**src/rtl/dist_ram_loader_m.sv**
```systemverilog
// rtl/dist_ram_loader_m.sv - distributed RAM filled by a valid/ready word stream, registered random-access read
module dist_ram_loader_m #(
   parameter int ADDR_WIDTH = 5,
   parameter int WORD_WIDTH = 16,
   parameter int RAM_SIZE   = 2**ADDR_WIDTH
) (
   input  logic                  clk,
   input  logic                  rst_n,
   input  logic                  start,
   input  logic                  abort,
   input  logic [WORD_WIDTH-1:0] wr_data,
   input  logic                  wr_valid,
   output logic                  wr_ready,
   output logic [ADDR_WIDTH:0]   fill_cnt,
   output logic                  busy,
   output logic                  loaded,
   output logic                  load_done,
   input  logic [ADDR_WIDTH-1:0] rd_addr,
   output logic [WORD_WIDTH-1:0] rd_data
);

   typedef enum logic [1:0] {IDLE, LOAD, DONE} state_t;

   // Index of the final table word; a transfer here completes the load.
   localparam logic [ADDR_WIDTH:0] LAST_IDX = (ADDR_WIDTH+1)'(RAM_SIZE - 1);
   localparam logic [ADDR_WIDTH:0] CNT_ONE  = (ADDR_WIDTH+1)'(1);

   state_t state, state_nxt;
   logic   xfer;
   logic   last_xfer;

   (* ram_style = "distributed" *) logic [WORD_WIDTH-1:0] ram [RAM_SIZE];

   // State register.
   always_ff @(posedge clk or negedge rst_n) begin
      if (!rst_n) state <= IDLE;
      else        state <= state_nxt;
   end

   // Next state and handshake; start outranks abort, and both block a transfer.
   always_comb begin
      state_nxt = state;
      wr_ready  = 1'b0;
      busy      = 1'b0;
      loaded    = 1'b0;
      xfer      = 1'b0;
      last_xfer = 1'b0;
      case (state)
         IDLE: begin
            if (start) state_nxt = LOAD;
         end
         LOAD: begin
            busy      = 1'b1;
            wr_ready  = !start && !abort;
            xfer      = wr_valid && wr_ready;
            last_xfer = xfer && (fill_cnt == LAST_IDX);
            if (start)          state_nxt = LOAD;
            else if (abort)     state_nxt = IDLE;
            else if (last_xfer) state_nxt = DONE;
         end
         DONE: begin
            loaded = 1'b1;
            if (start) state_nxt = LOAD;
         end
         default: state_nxt = IDLE;
      endcase
   end

   // Write index and completion pulse; the index survives an abort so partial progress stays visible.
   always_ff @(posedge clk or negedge rst_n) begin
      if (!rst_n) begin
         fill_cnt  <= '0;
         load_done <= 1'b0;
      end else begin
         load_done <= last_xfer;
         if (start)     fill_cnt <= '0;
         else if (xfer) fill_cnt <= fill_cnt + CNT_ONE;
      end
   end

   // Table storage; never reset so a reset does not wipe a downloaded table.
   always_ff @(posedge clk) begin
      if (xfer) ram[fill_cnt[ADDR_WIDTH-1:0]] <= wr_data;
   end

   // Registered read; a same-address write in this cycle is seen on the next read.
   always_ff @(posedge clk or negedge rst_n) begin
      if (!rst_n) rd_data <= '0;
      else        rd_data <= ram[rd_addr];
   end

endmodule

```
**config.mk**
```make
export PLATFORM = sky130hd
export DESIGN_NAME = dist_ram_loader_m
export DESIGN_NICKNAME = d
export VERILOG_FILES = /design/src/rtl/dist_ram_loader_m.sv
export SDC_FILE = /design/constraint.sdc
export NUM_CORES = 1
export LEC_CHECK = 0
export ABC_CLOCK_PERIOD_IN_PS = 3400
export BUFFER_PORTS_ARGS = -buffer_cell sky130_fd_sc_hd__clkbuf_2
export CAP_MARGIN = 25
export CORE_MARGIN = 8
export CORE_UTILIZATION = 56
export CTS_CLUSTER_SIZE = 25
export DETAILED_ROUTE_END_ITERATION = 8
export GPL_TIMING_DRIVEN = 0
export PLACE_DENSITY_LB_ADDON = 0.1
export SYNTH_ARGS = -nofsm -noshare
export SYNTH_HDL_FRONTEND = slang
export SYNTH_SLANG_ARGS = --single-unit
```
**constraint.sdc**
```tcl
create_clock -name clk -period 3.4 [get_ports clk]
set_input_delay 0.51 -clock clk [delete_from_list [all_inputs] [get_ports clk]]
set_output_delay 0.51 -clock clk [all_outputs]
set_load 0.01 [all_outputs]
```
; ---- After elaboration in Yosys (flattened, before gate mapping)
; Memories as Yosys holds them, arrays and structs flattened. A register that Yosys moved wholly into a read port is not among the register bits.
; Index checks and enable logic that the tools add are counted.
[word_totals]
ff_bits = 9
latchBits = 0
mem_bits_rw = 512
rom_bits = 0
in_bits = 26
output_inout_bits = 26
elab_cells = 34
mem_count = 1
[op_classes]
add_sub_neg = 1
n_mul = 0
div_mod_pow = 0
n_lt_le_gt_ge = 0
n_eq_ne = 5
n_shift = 0
n_mux = 14
n_bitwise = 0
n_reduce_logical = 10
[memory_table]
columns = memory, words, word_bits, rd, rd_clocked_by_memory_dff, wr, line
row1 = ram, 32, 16, 1, 1, 1, 32  ; (* ram_style = "distributed" *) logic [WORD_WIDTH-1:0] ram [RAM_SIZE];
[ops]
columns = cell, count
row1 = $mux 6, 2
row2 = $mux 2, 4
row3 = $mux 1, 7
row4 = $add 6x1->6 const B, 1
row5 = $eq 6x5->1 const B, 1
row6 = $ne 4x4->1 const B, 1
row7 = $pmux 2 s2, 1
row8 = $logic_and 1x1->1, 3
row9 = $logic_not 1->1, 3
row10 = $eq 2x1->1 const B, 1
row11 = $eq 2x2->1 const B, 1
row12 = $logic_not 2->1, 1
row13 = $ne 2x1->1 const B, 1
row14 = $reduce_and 2->1, 1
row15 = $reduce_bool 2->1, 1
row16 = $reduce_or 2->1, 1

; ---- Depth between registers and ports, before layout
; Gate-level depths: netlist of run 1.
[logic_depth]
depth_word = 8
ltp_mapped = 8
ltp_nobuf = 5

; ---- Worst setup path before layout of run 1
; No wires, ideal clock.
[synth_path]
path_type = input -> register
from = in start
to = mem ram[29][0], enable pin
setup_ps = 388
arrival_ps = 2173
required_ps = 3012
setup_slack_ps = 838
path_stages = 6
n_path_buf = 2
path_cell_list = buf_6 nor4b_4 and2_1 buf_2 nand2_2 nor2_1
[synth_between]
elab_chain_cells = 6
[synth_rtl]
columns = element, line
row1 = from (decl), 9  ; input logic start,
row2 = $logic_not 1->1, 54  ; wr_ready = !start && !abort;
row3 = $logic_and 1x1->1, 54
row4 = $logic_and 1x1->1, 55  ; xfer = wr_valid && wr_ready;
row5 = $mux 1, 48  ; case (state)
row6 = $mux 1, 83  ; if (xfer) ram[fill_cnt[ADDR_WIDTH-1:0]] <= wr_data;
row7 = $mux 1 (not written as such), 83
row8 = to (decl), 32
; Every way passes these cells.

; ---- Worst setup path after layout of run 1
[layout_path]
from = reg state[1]
to = mem ram[25][11], enable pin
[layout_between]
elab_chain_cells = 4
[layout_rtl]
columns = element, line
row1 = from (decl), 28  ; state_t state, state_nxt;
row2 = from (signal assigned), 37  ; else state <= state_nxt;
row3 = $eq 2x1->1, 48
row4 = $mux 1, 48
row5 = $mux 1, 83
row6 = $mux 1 (not written as such), 83
; Every way passes these cells.

==> metrics.yaml, run 1 <==
route:
  num_vias: 11003
  drt_pre_antenna_iters: 5
  drt_wl_total_mm: 49.8
  wl_per_cell_um: 27.1
  drc: 0
  drt_iter0_drc: 1047
  ant_nets: 0
  vias_per_cell: 5.99
logic_synthesis:
  seq_area_frac_synth: 0.762
  synth_area_mm2: 0.0210
  syn_nets: 1224
  ys_ff_latch: 537
  yosys_warnings: 0
  synth_cells: 1194
  avgSynthCellArea_um2: 17.6
  ys_types: 33
worst_setup_path:
  critPathMaxStageDelay_ps: 750
  end_kind: "flip-flop"
  path_class: "flip-flop to flip-flop"
  rrSetupSlack_ps: 730
  cp_max_fo: 9
  startpoint: "state[1]"
  slowest_stage: "nor2_1"
  crit_arrival_ps: 2970
  reg2reg_from: "state[1]"
  crit_end: "ram[25][11]"
  crit_required_ps: 3700
  ff2ff_path_depth: 6
  reg2reg_to: "ram[25][11]"
  worstPathCellList: "nor4b_4 -> and2_1 -> buf_2 -> nand2_2 -> nor2_1 -> buf_6"
  start_kind: "flip-flop"
sta:
  slew_viol_final: 0
  relSlewSlack: 0.315
  fin_hold_ws_ps: 124
  finalSetupTns_ps: 0
  finalClockSkew_ps: 25.1
  fmax_ghz: 0.375
  finalHoldViolations: 0
  tightest_slew_ps: 1030
  rsz0062_at_grt: "false"
  period_share: 0.784
  finalSetupViolations: 0
  period_needed_ps: 2670
run_status:
  status: "complete, no violations"
power:
  power.density_mw_per_mm2: 572
  comb_power_share: 0.052
  p_switching_mw: 2.87
  internal-power_mw: 10.7
  seq_power_share: 0.535
  p_sw_frac: 0.211
  power_leakage_nw: 8.48
  power_frac_clock: 0.413
  peakVddDrop_uv: 424
floorplanning:
  dieArea_mm2: 0.0439
  core_area_mm2: 0.0373
  row_count: 71
  die_w_um: 210
  dieHeight_um: 210
  initial_core_util: 0.562
  io_pins: 52
clock_network:
  cts-buffers-inserted: 53
  clock_latency_ps: 600
  htree_levels: 2
  cts_root_buf: "clkbuf_16"
  postCtsResizedCells: 0
  cts_num_sinks: 537
  clkTransAtPathRegs_ps: 60
  clockBufferDepth: 3
  cts_tree: "built"
  post_cts_buffers: 0
  hold_buffers: 1
global_route:
  grt_pass1_wl_mm: 72.5
  grt-ovfl-total: 0
  grt_pass1_vias: 10859
  antenna_found_initial: 0
  grt_use_total: 0.226
  grt_max_degree: 33
cells_and_area:
  utilization: 0.637
  nFillCells: 2639
  multi_input_area_mm2: 0.00456
  num_antenna_cells: 0
  layout.nets: 1349
  final_area_mm2: 0.0238
  syn_to_final_growth_pct: 13.3
  seq_area_mm2: 0.0160
  drive_above_1_share: 0.161
placed_design:
  gp_congestion: 0.857
  portBuffers: 47
  dpl.hpwl_mm: 32.1
  place_area_mm2: 0.0221
worst_hold_path:
  min-delay-start: "start"
  hp-class: "primary input to flip-flop"
run:
  drv_cap: 0
-- placed cells by master (no fill, tap or decap), types with 5 or more instances in the layout --
cell / netlist / routed
nor2_2: 1 / 16
dfrtp_1: 25 / 25
a21oi_1: 35 / 35
a22oi_1: 64 / 64
a31oi_1: 16 / 16
clkbuf_2: 0 / 47
buf_4: 19 / 27
mux2i_1: 256 / 256
buf_8: 0 / 5
edfxtp_1: 512 / 512
nor3_1: 17 / 17
nand3_1: 36 / 36
nand2_1: 35 / 35
buf_6: 10 / 19
nand4_1: 16 / 16
clkinv_2: 0 / 8
buf_2: 25 / 25
nor2_1: 41 / 26
clkbuf_16: 0 / 56
clkinv_1: 0 / 6
a22o_1: 33 / 33
clkbuf_1: 17 / 40
-- flip-flops by register name, indices dropped and copies added, names as in the netlist --
name	flops
state	2
load_done	1
fill_cnt	6
rd_data	16
ram	512
-- metrics by stage --
step	setup WS (ps)	instances	power, mW
global route	578	1838	14.0
finish	734	1838	13.6
global placement	106	1715	8.12
floorplan	838	1194	7.79
detailed placement	524	1737	8.13
CTS	761	1838	13.7
-- area by class of cell --
| type | instances | share of cell area |
|---|---|---|
| Tap cell | 474 | 0.0249 |
| Timing Repair Buffer | 70 | 0.0203 |
| Inverter | 3 | 0.000474 |
| Buffer | 72 | 0.0190 |
| Sequential cell | 537 | 0.673 |
| Clock inverter | 18 | 0.00621 |
| Multi-Input combinational cell | 582 | 0.192 |
| Clock buffer | 82 | 0.0643 |
-- metal layers --
metal  part of all wire  global-route usage  up-vias
met5                  0                   0        -
met4              0.021              0.0654        0
li1                   -                   -     4973
met3              0.084              0.0509       65
met1               0.44               0.324     5558
met2               0.46               0.347      407
-- worst max-delay path: cells and delay by family, from the launching register on --
family / cells / cell delay, ps
flip-flops: 1 / 430
AND/OR/NAND/NOR: 4 / 1500
buffers and inverters: 2 / 420
-- cells in the mapped netlist --
cell,n,share of area
mux2i_1,256,0.12
xnor2_1,2,0.00083
nor3_1,17,0.0041
nand2_1,35,0.0063
ha_1,4,0.0024
a31oi_1,16,0.0048
a22oi_1,64,0.023
edfxtp_1,512,0.73
or2_2,2,0.00060
nand3_1,36,0.0086
clkbuf_4,1,0.00036
nor2b_1,4,0.0012
buf_2,25,0.0060
nand4_1,16,0.0048
nand2_2,3,0.00089
buf_6,10,0.0054
nor2_1,41,0.0073
nor2_2,1,0.00030
o21ai_0,1,0.00024
and2_1,3,0.00089
or3_1,2,0.00060
a21oi_1,35,0.0083
or3b_2,2,0.00083
nand2b_1,2,0.00060
dfrtp_1,25,0.030
xor2_1,2,0.00083
inv_1,3,0.00054
nand3b_1,2,0.00072
clkbuf_1,17,0.0030
a22o_1,33,0.014
buf_4,19,0.0068
and3_1,2,0.00060
nor4b_4,1,0.0011
-- power by group through the flow --
stage	clock network [mW]	logic [mW]	registers, mW
after floorplan	0	0.354	7.43
after global placement	0	0.698	7.42
after detailed placement	0	0.710	7.42
after CTS	5.68	0.712	7.29
after global routing	5.94	0.751	7.28
final	5.62	0.709	7.28
-- logic make-up (layout without fill, tap and decap cells) --
| logic type | count (synthesis) | after routing | share of synthesized area |
|---|---|---|---|
| and+or+nand+nor | 169 | 169 | 0.0393 |
| xor gates and xnor gates | 4 | 4 | 0.00167 |
| buffers and inverters | 75 | 245 | 0.0221 |
| muxes | 256 | 256 | 0.122 |
| DFF | 537 | 537 | 0.762 |
| adders and majority gates | 4 | 4 | 0.00238 |
| AOI/OAI and AO/OA | 149 | 149 | 0.0500 |
-- how the worst min path moves through the flow --
stage                       end  slack [ps]  depth (start not counted)
floorplan           fill_cnt[0]         210                          0
global placement    fill_cnt[5]         560                          2
detailed placement  fill_cnt[5]         560                          2
CTS                 fill_cnt[4]         100                          2
global route           state[1]         120                          2
finish                 state[1]         120                          2
Note: power is estimated with default switching activity, not from simulation.
==> inputs of run 2 (changes only) <==
--- a/config.mk
+++ b/config.mk
@@ -5,7 +5,8 @@
 export SDC_FILE = /design/constraint.sdc
 export NUM_CORES = 1
 export LEC_CHECK = 0
-export ABC_CLOCK_PERIOD_IN_PS = 3400
+export ABC_AREA = 1
+export ABC_CLOCK_PERIOD_IN_PS = 2500
 export BUFFER_PORTS_ARGS = -buffer_cell sky130_fd_sc_hd__clkbuf_2
 export CAP_MARGIN = 25
 export CORE_MARGIN = 8
==> constraint.sdc (replaced) <==
create_clock -name clk -period 2.5 [get_ports clk]
set_input_delay 0.375 -clock clk [delete_from_list [all_inputs] [get_ports clk]]
set_output_delay 0.375 -clock clk [all_outputs]
set_load 0.01 [all_outputs]
==> metrics.yaml, run 2 <==
worst_setup_path:
  reg2reg_from: "state[1]"
  rrSetupSlack_ps: -0.2
  critPathMaxStageDelay_ps: 570
  cp_max_fo: 9
  cp_top_family: "simple AND/OR/NAND/NOR gates"
  path_class: "flip-flop to flip-flop"
  slowest_stage: "nor2_2"
  cp_num_buf_inv: 4
  crit_required_ps: 2810
  end_kind: "flip-flop"
  reg2reg_to: "ram[4][1]"
  worstPathCellList: "inv_1 -> nand2_1 -> inv_1 -> nand2_1 -> inv_2 -> nand2_1 -> nor2_2 -> buf_6"
  critPathMostFrequentCell: "nand2_1"
  ff2ff_path_depth: 8
  start_kind: "flip-flop"
  crit_arrival_ps: 2810
logic_synthesis:
  avgSynthCellArea_um2: 11.7
  synth_cells: 1854
  ys_ff_latch: 537
  syn_nets: 1884
  yosys-top-cells-count: "nand2_1, edfxtp_1, nand3_1"
  yosys-top-cells-area: "edfxtp_1, nand2_1, nand3_1, dfrtp_1, buf_4"
  netlist.top_cell.by_area: "edfxtp_1"
  ys_types: 20
  async_flop_share: 0.0466
  seq_area_frac_synth: 0.735
  synth_top_area_frac: 0.706
  synth_ff_type: "edfxtp_1"
  yosys_warnings: 0
  synth_area_mm2: 0.0218
  synth-edff-count: 512
  yosysMostFrequentCell: "nand2_1"
clock_network:
  cts_root_buf: "clkbuf_16"
  htree_levels: 2
  clockBufferDepth: 3
  clock_latency_ps: 610
  cts_num_sinks: 537
  cts_tree: "built"
  cts-buffers-inserted: 54
  clkTransAtPathRegs_ps: 60
floorplanning:
  core_area_mm2: 0.0386
  dieArea_mm2: 0.0455
  dieHeight_um: 213
  die_w_um: 213
  io_pins: 52
  row_count: 72
  initial_core_util: 0.565
power:
  power.density_mw_per_mm2: 751
  peakVddDrop_uv: 644
  power_leakage_nw: 9.44
cells_and_area:
  syn_to_final_growth_pct: 14.9
  layout.nets: 2023
  drive_above_1_share: 0.139
  largest_register_ff_count: 512
  final_common_cell: "nand2_1"
  most-common-layout-cells: "nand2_1, edfxtp_1, nand3_1"
  nFillCells: 2995
  final_area_mm2: 0.0250
sta:
  relSlewSlack: 0.300
  slew_viol_final: 0
  period_share: 1.00
  fmax_ghz: 0.400
  rsz0062_at_grt: "true"
  fin_ws_ps: -0.186
  finalSetupViolations: 1
  tightest_slew_ps: 1050
  finalSetupTns_ps: -0.186
  fin_hold_ws_ps: 43.2
  finalHoldViolations: 0
  finalClockSkew_ps: 27.4
  period_needed_ps: 2500
run:
  drv_cap: 0
worst_hold_path:
  whs_path_depth: 3
  min-delay-start: "start"
  hp-class: "primary input to flip-flop"
  holdPathEnd: "state[0]"
global_route:
  grt_pass1_wl_mm: 88.5
  grt_pass1_vias: 13784
  antenna_found_initial: 0
  grt_use_total: 0.271
  grt_max_degree: 33
  grt-ovfl-total: 0
route:
  dr_wl_met3_mm: 6.80
  drt_pre_antenna_iters: 5
  wl_met1_mm: 24.8
  vias_per_cell: 5.77
  ant_nets: 0
  drt_iter0_drc: 1818
  wl_met2_mm: 28.3
  drc: 0
  num_vias: 14759
  wl_per_cell_um: 24.0
  drt_wl_total_mm: 61.5
  dr.max_layer_used: "met4"
run_status:
  status: "finished, violations left"
  violations: "negative setup slack"
placed_design:
  gp_congestion: 0.936
  portBuffers: 48
  post-place-ws_ps: -379
  place_area_mm2: 0.0231
  dpl.hpwl_mm: 39.9
run 2: what timing repair did:
action / CTS / global route
hold buffers: 1 / 0
setup buffers: 0 / 10
endpoints found under the hold margin: 25 / 0
pin swaps: 0 / 5
setup endpoints to repair: 191 / 219
resized for setup: 4 / 15
run 2: layer usage:
layer / GRT usage / up-vias
met5: 0 / -
met3: 0.0521 / 91
met1: 0.392 / 7141
met4: 0.0889 / 0
li1: - / 6727
met2: 0.414 / 800
run 2: stage by stage:
step / cells / util / total power [mW]
6_report: 2556 / 0.649 / 18.8
5_1_grt: 2554 / 0.649 / 19.3
4_1_cts: 2544 / 0.642 / 18.8
3_5_place_dp: 2444 / 0.598 / 11.3
3_3_place_gp: 2420 / 0.588 / 11.3
2_1_floorplan: 1854 / - / 10.7
run 2: worst max-delay path by stage:
stage / end / depth (start not counted) / start / slack [ps]
6_report: ram[4][1] / 8 / state[1] / -0.2
5_1_grt: ram[4][12] / 8 / state[1] / -120
2_1_floorplan: ram[23][0] / 7 / start / -30
4_1_cts: ram[1][5] / 7 / state[1] / -150
3_5_place_dp: ram[14][14] / 8 / start / -380
3_3_place_gp: ram[23][5] / 8 / start / -1500
run 2: area by class of cell:
| class | instances | area (um^2) | share of cell area |
|---|---|---|---|
| diodes | 2 | 5.00 | 0.000200 |
| inverters | 19 | 73.8 | 0.00295 |
| clock inverters | 36 | 213 | 0.00850 |
| flip-flops and latches | 537 | 16000 | 0.639 |
| well taps | 518 | 648 | 0.0259 |
| plain buffers | 110 | 693 | 0.0277 |
| repair buffers | 83 | 769 | 0.0307 |
| multi-input cells | 1188 | 5170 | 0.206 |
| clock buffers | 63 | 1460 | 0.0583 |
run 2: tightest hold or removal path: stages:
cell	delay, ps
clkbuf_2	100
o21ai_0	70
nand2_1	50
run 2: where the power goes:
part / total [mW] / internal, mW / leakage (nW) / switching, mW
Clock: 7.64 / 4.27 / 0.841 / 3.37
Combinational: 1.26 / 0.321 / 3.68 / 0.939
Sequential: 9.90 / 9.89 / 4.92 / 0.0114
run 2: cells by family (layout without fill, tap and decap cells):
group / after synthesis / in the layout / share of synthesized area
compound gates: 11 / 11 / 0.00253
simple gates: 1173 / 1173 / 0.225
other cells: 0 / 2 / 0
flops: 537 / 537 / 0.735
fa+ha+maj: 4 / 4 / 0.00230
buf+inv: 129 / 311 / 0.0352
==> inputs of run 3 (changes only) <==
--- a/config.mk
+++ b/config.mk
@@ -5,7 +5,7 @@
 export SDC_FILE = /design/constraint.sdc
 export NUM_CORES = 1
 export LEC_CHECK = 0
-export ABC_AREA = 1
+export ABC_AREA = 0
 export ABC_CLOCK_PERIOD_IN_PS = 2500
 export BUFFER_PORTS_ARGS = -buffer_cell sky130_fd_sc_hd__clkbuf_2
 export CAP_MARGIN = 25
==> metrics.yaml, run 3 (same netlist as run 1, synthesis figures left out) <==
worst_setup_path:
  startpoint: "state[1]"
  end_kind: "flip-flop"
  start_kind: "flip-flop"
  cp_max_fo: 10
  reg2reg_from: "state[1]"
  path_class: "flip-flop to flip-flop"
  crit_end: "ram[17][7]"
  crit_arrival_ps: 2890
  rrSetupSlack_ps: -110
  reg2reg_to: "ram[17][7]"
  critPathMaxStageDelay_ps: 600
  slowest_stage: "nor2_1"
  ff2ff_path_depth: 6
  crit_required_ps: 2780
  worstPathCellList: "nor4b_4 -> and2_1 -> buf_2 -> nand2_2 -> nor2_1 -> buf_4"
clock_network:
  clock_latency_ps: 600
  clockBufferDepth: 3
  htree_levels: 2
  clkTransAtPathRegs_ps: 60
  cts_tree: "built"
  cts-buffers-inserted: 53
  cts_root_buf: "clkbuf_16"
  cts_num_sinks: 537
run:
  drv_cap: 0
global_route:
  grt_pass1_wl_mm: 72.7
  grt_use_total: 0.227
  grt-ovfl-total: 0
  grt_max_degree: 33
  grt_pass1_vias: 10893
  antenna_found_initial: 0
placed_design:
  dpl.hpwl_mm: 32.1
  post-place-ws_ps: -241
  gp_congestion: 0.857
  portBuffers: 47
worst_hold_path:
  hp-class: "primary input to flip-flop"
cells_and_area:
  most-common-layout-cells: "edfxtp_1, mux2i_1, a22oi_1"
  syn_to_final_growth_pct: 14.0
  num_antenna_cells: 0
  final_common_cell: "edfxtp_1"
  layout.nets: 1352
  drive_above_1_share: 0.170
  utilization: 0.641
  largest_register_ff_count: 512
route:
  drt_pre_antenna_iters: 5
  drc: 0
  vias_per_cell: 6.02
  drt_iter0_drc: 1107
  ant_nets: 0
  num_vias: 11086
  wl_per_cell_um: 27.1
  drt_wl_total_mm: 50.0
sta:
  relSlewSlack: 0.349
  finalSetupViolations: 62
  period_needed_ps: 2610
  finalHoldViolations: 0
  period_share: 1.05
  finalClockSkew_ps: 24.7
  tightest_slew_ps: 976
  rsz0062_at_grt: "true"
  slew_viol_final: 0
  fmax_ghz: 0.383
  fin_ws_ps: -114
run_status:
  violations: "negative setup slack"
  status: "finished, violations left"
floorplanning:
  initial_core_util: 0.562
  row_count: 71
  dieHeight_um: 210
  io_pins: 52
  die_w_um: 210
  dieArea_mm2: 0.0439
  core_area_mm2: 0.0373
power:
  power_leakage_nw: 8.50
  peakVddDrop_uv: 575
  p_total_mw: 18.5
  power.density_mw_per_mm2: 774
-- run 3: cell count changes in the layout (fill, tap and decap cells not counted), sizes merged, moves of 13 or more --
cell / delta
nand2: -702
nand3: -356
mux2i: +256
a22oi: +64
buf: -44
a22o: +33
a21oi: +30
inv: -19
a31oi: +16
clkinv: -16
nand4: +15
nor3: +14
clkbuf: +13
-- run 3: how the worst min path moves through the flow --
| stage | depth (start not counted) | slack [ps] | start | endpoint |
|---|---|---|---|---|
| 5_1_grt | 3 | 160 | start | state[0] |
| 4_1_cts | 3 | 130 | start | state[0] |
| 2_1_floorplan | 0 | 80 | rst_n | fill_cnt[0] |
| 3_3_place_gp | 1 | 500 | rst_n | state[1] |
| 6_report | 3 | 150 | start | state[0] |
| 3_5_place_dp | 1 | 510 | rst_n | state[1] |
-- run 3: worst max-delay path: cells and delay by family (launching register included) --
kind,cells,cell delay [ps]
buffers and inverters,2,510
DFF,1,430
and+or+nand+nor,4,1340
-- run 3: repair_timing --
item | in CTS | in global routing
hold endpoints to repair | 32 | 0
setup endpoints to repair | 219 | 229
setup buffers | 0 | 1
pin swaps | 0 | 3
gates resized for setup | 10 | 16
hold buffers | 3 | 0
-- run 3: cell type report --
class                           instances  area (um^2)
Fill cell                            2631        13400
Sequential cell                       537        16000
Buffer                                 72          452
Inverter                                3         11.3
Multi-Input combinational cell        582         4660
Clock inverter                         18          148
Clock buffer                           82         1530
Timing Repair Buffer                   73          522
Tap cell                              474          593
-- run 3: routing by layer --
layer	up-vias	track usage	part of all wire
met4	0	0.0646	0.021
met5	-	0	0
li1	4974	-	-
met2	363	0.349	0.46
met3	61	0.0492	0.074
met1	5688	0.326	0.44
-- run 3: power by group --
group | switching, mW | leakage [nW] | internal [mW]
clock network | 3.22 | 0.819 | 4.42
registers | 0.0144 | 4.91 | 9.89
logic | 0.664 | 2.77 | 0.304
total | 3.90 | 8.50 | 14.6
-- run 3: stage by stage --
stage          hold WS (ps)  instance area (um^2)  instances  TNS (ps)
3_5_place_dp            507                 22100       1737    -43340
6_report                152                 23900       1841     -3770
4_1_cts                 128                 23800       1840     -7580
5_1_grt                 157                 23900       1841    -16070
2_1_floorplan          79.4                 21000       1194         0
3_3_place_gp            501                 21800       1715   -257220
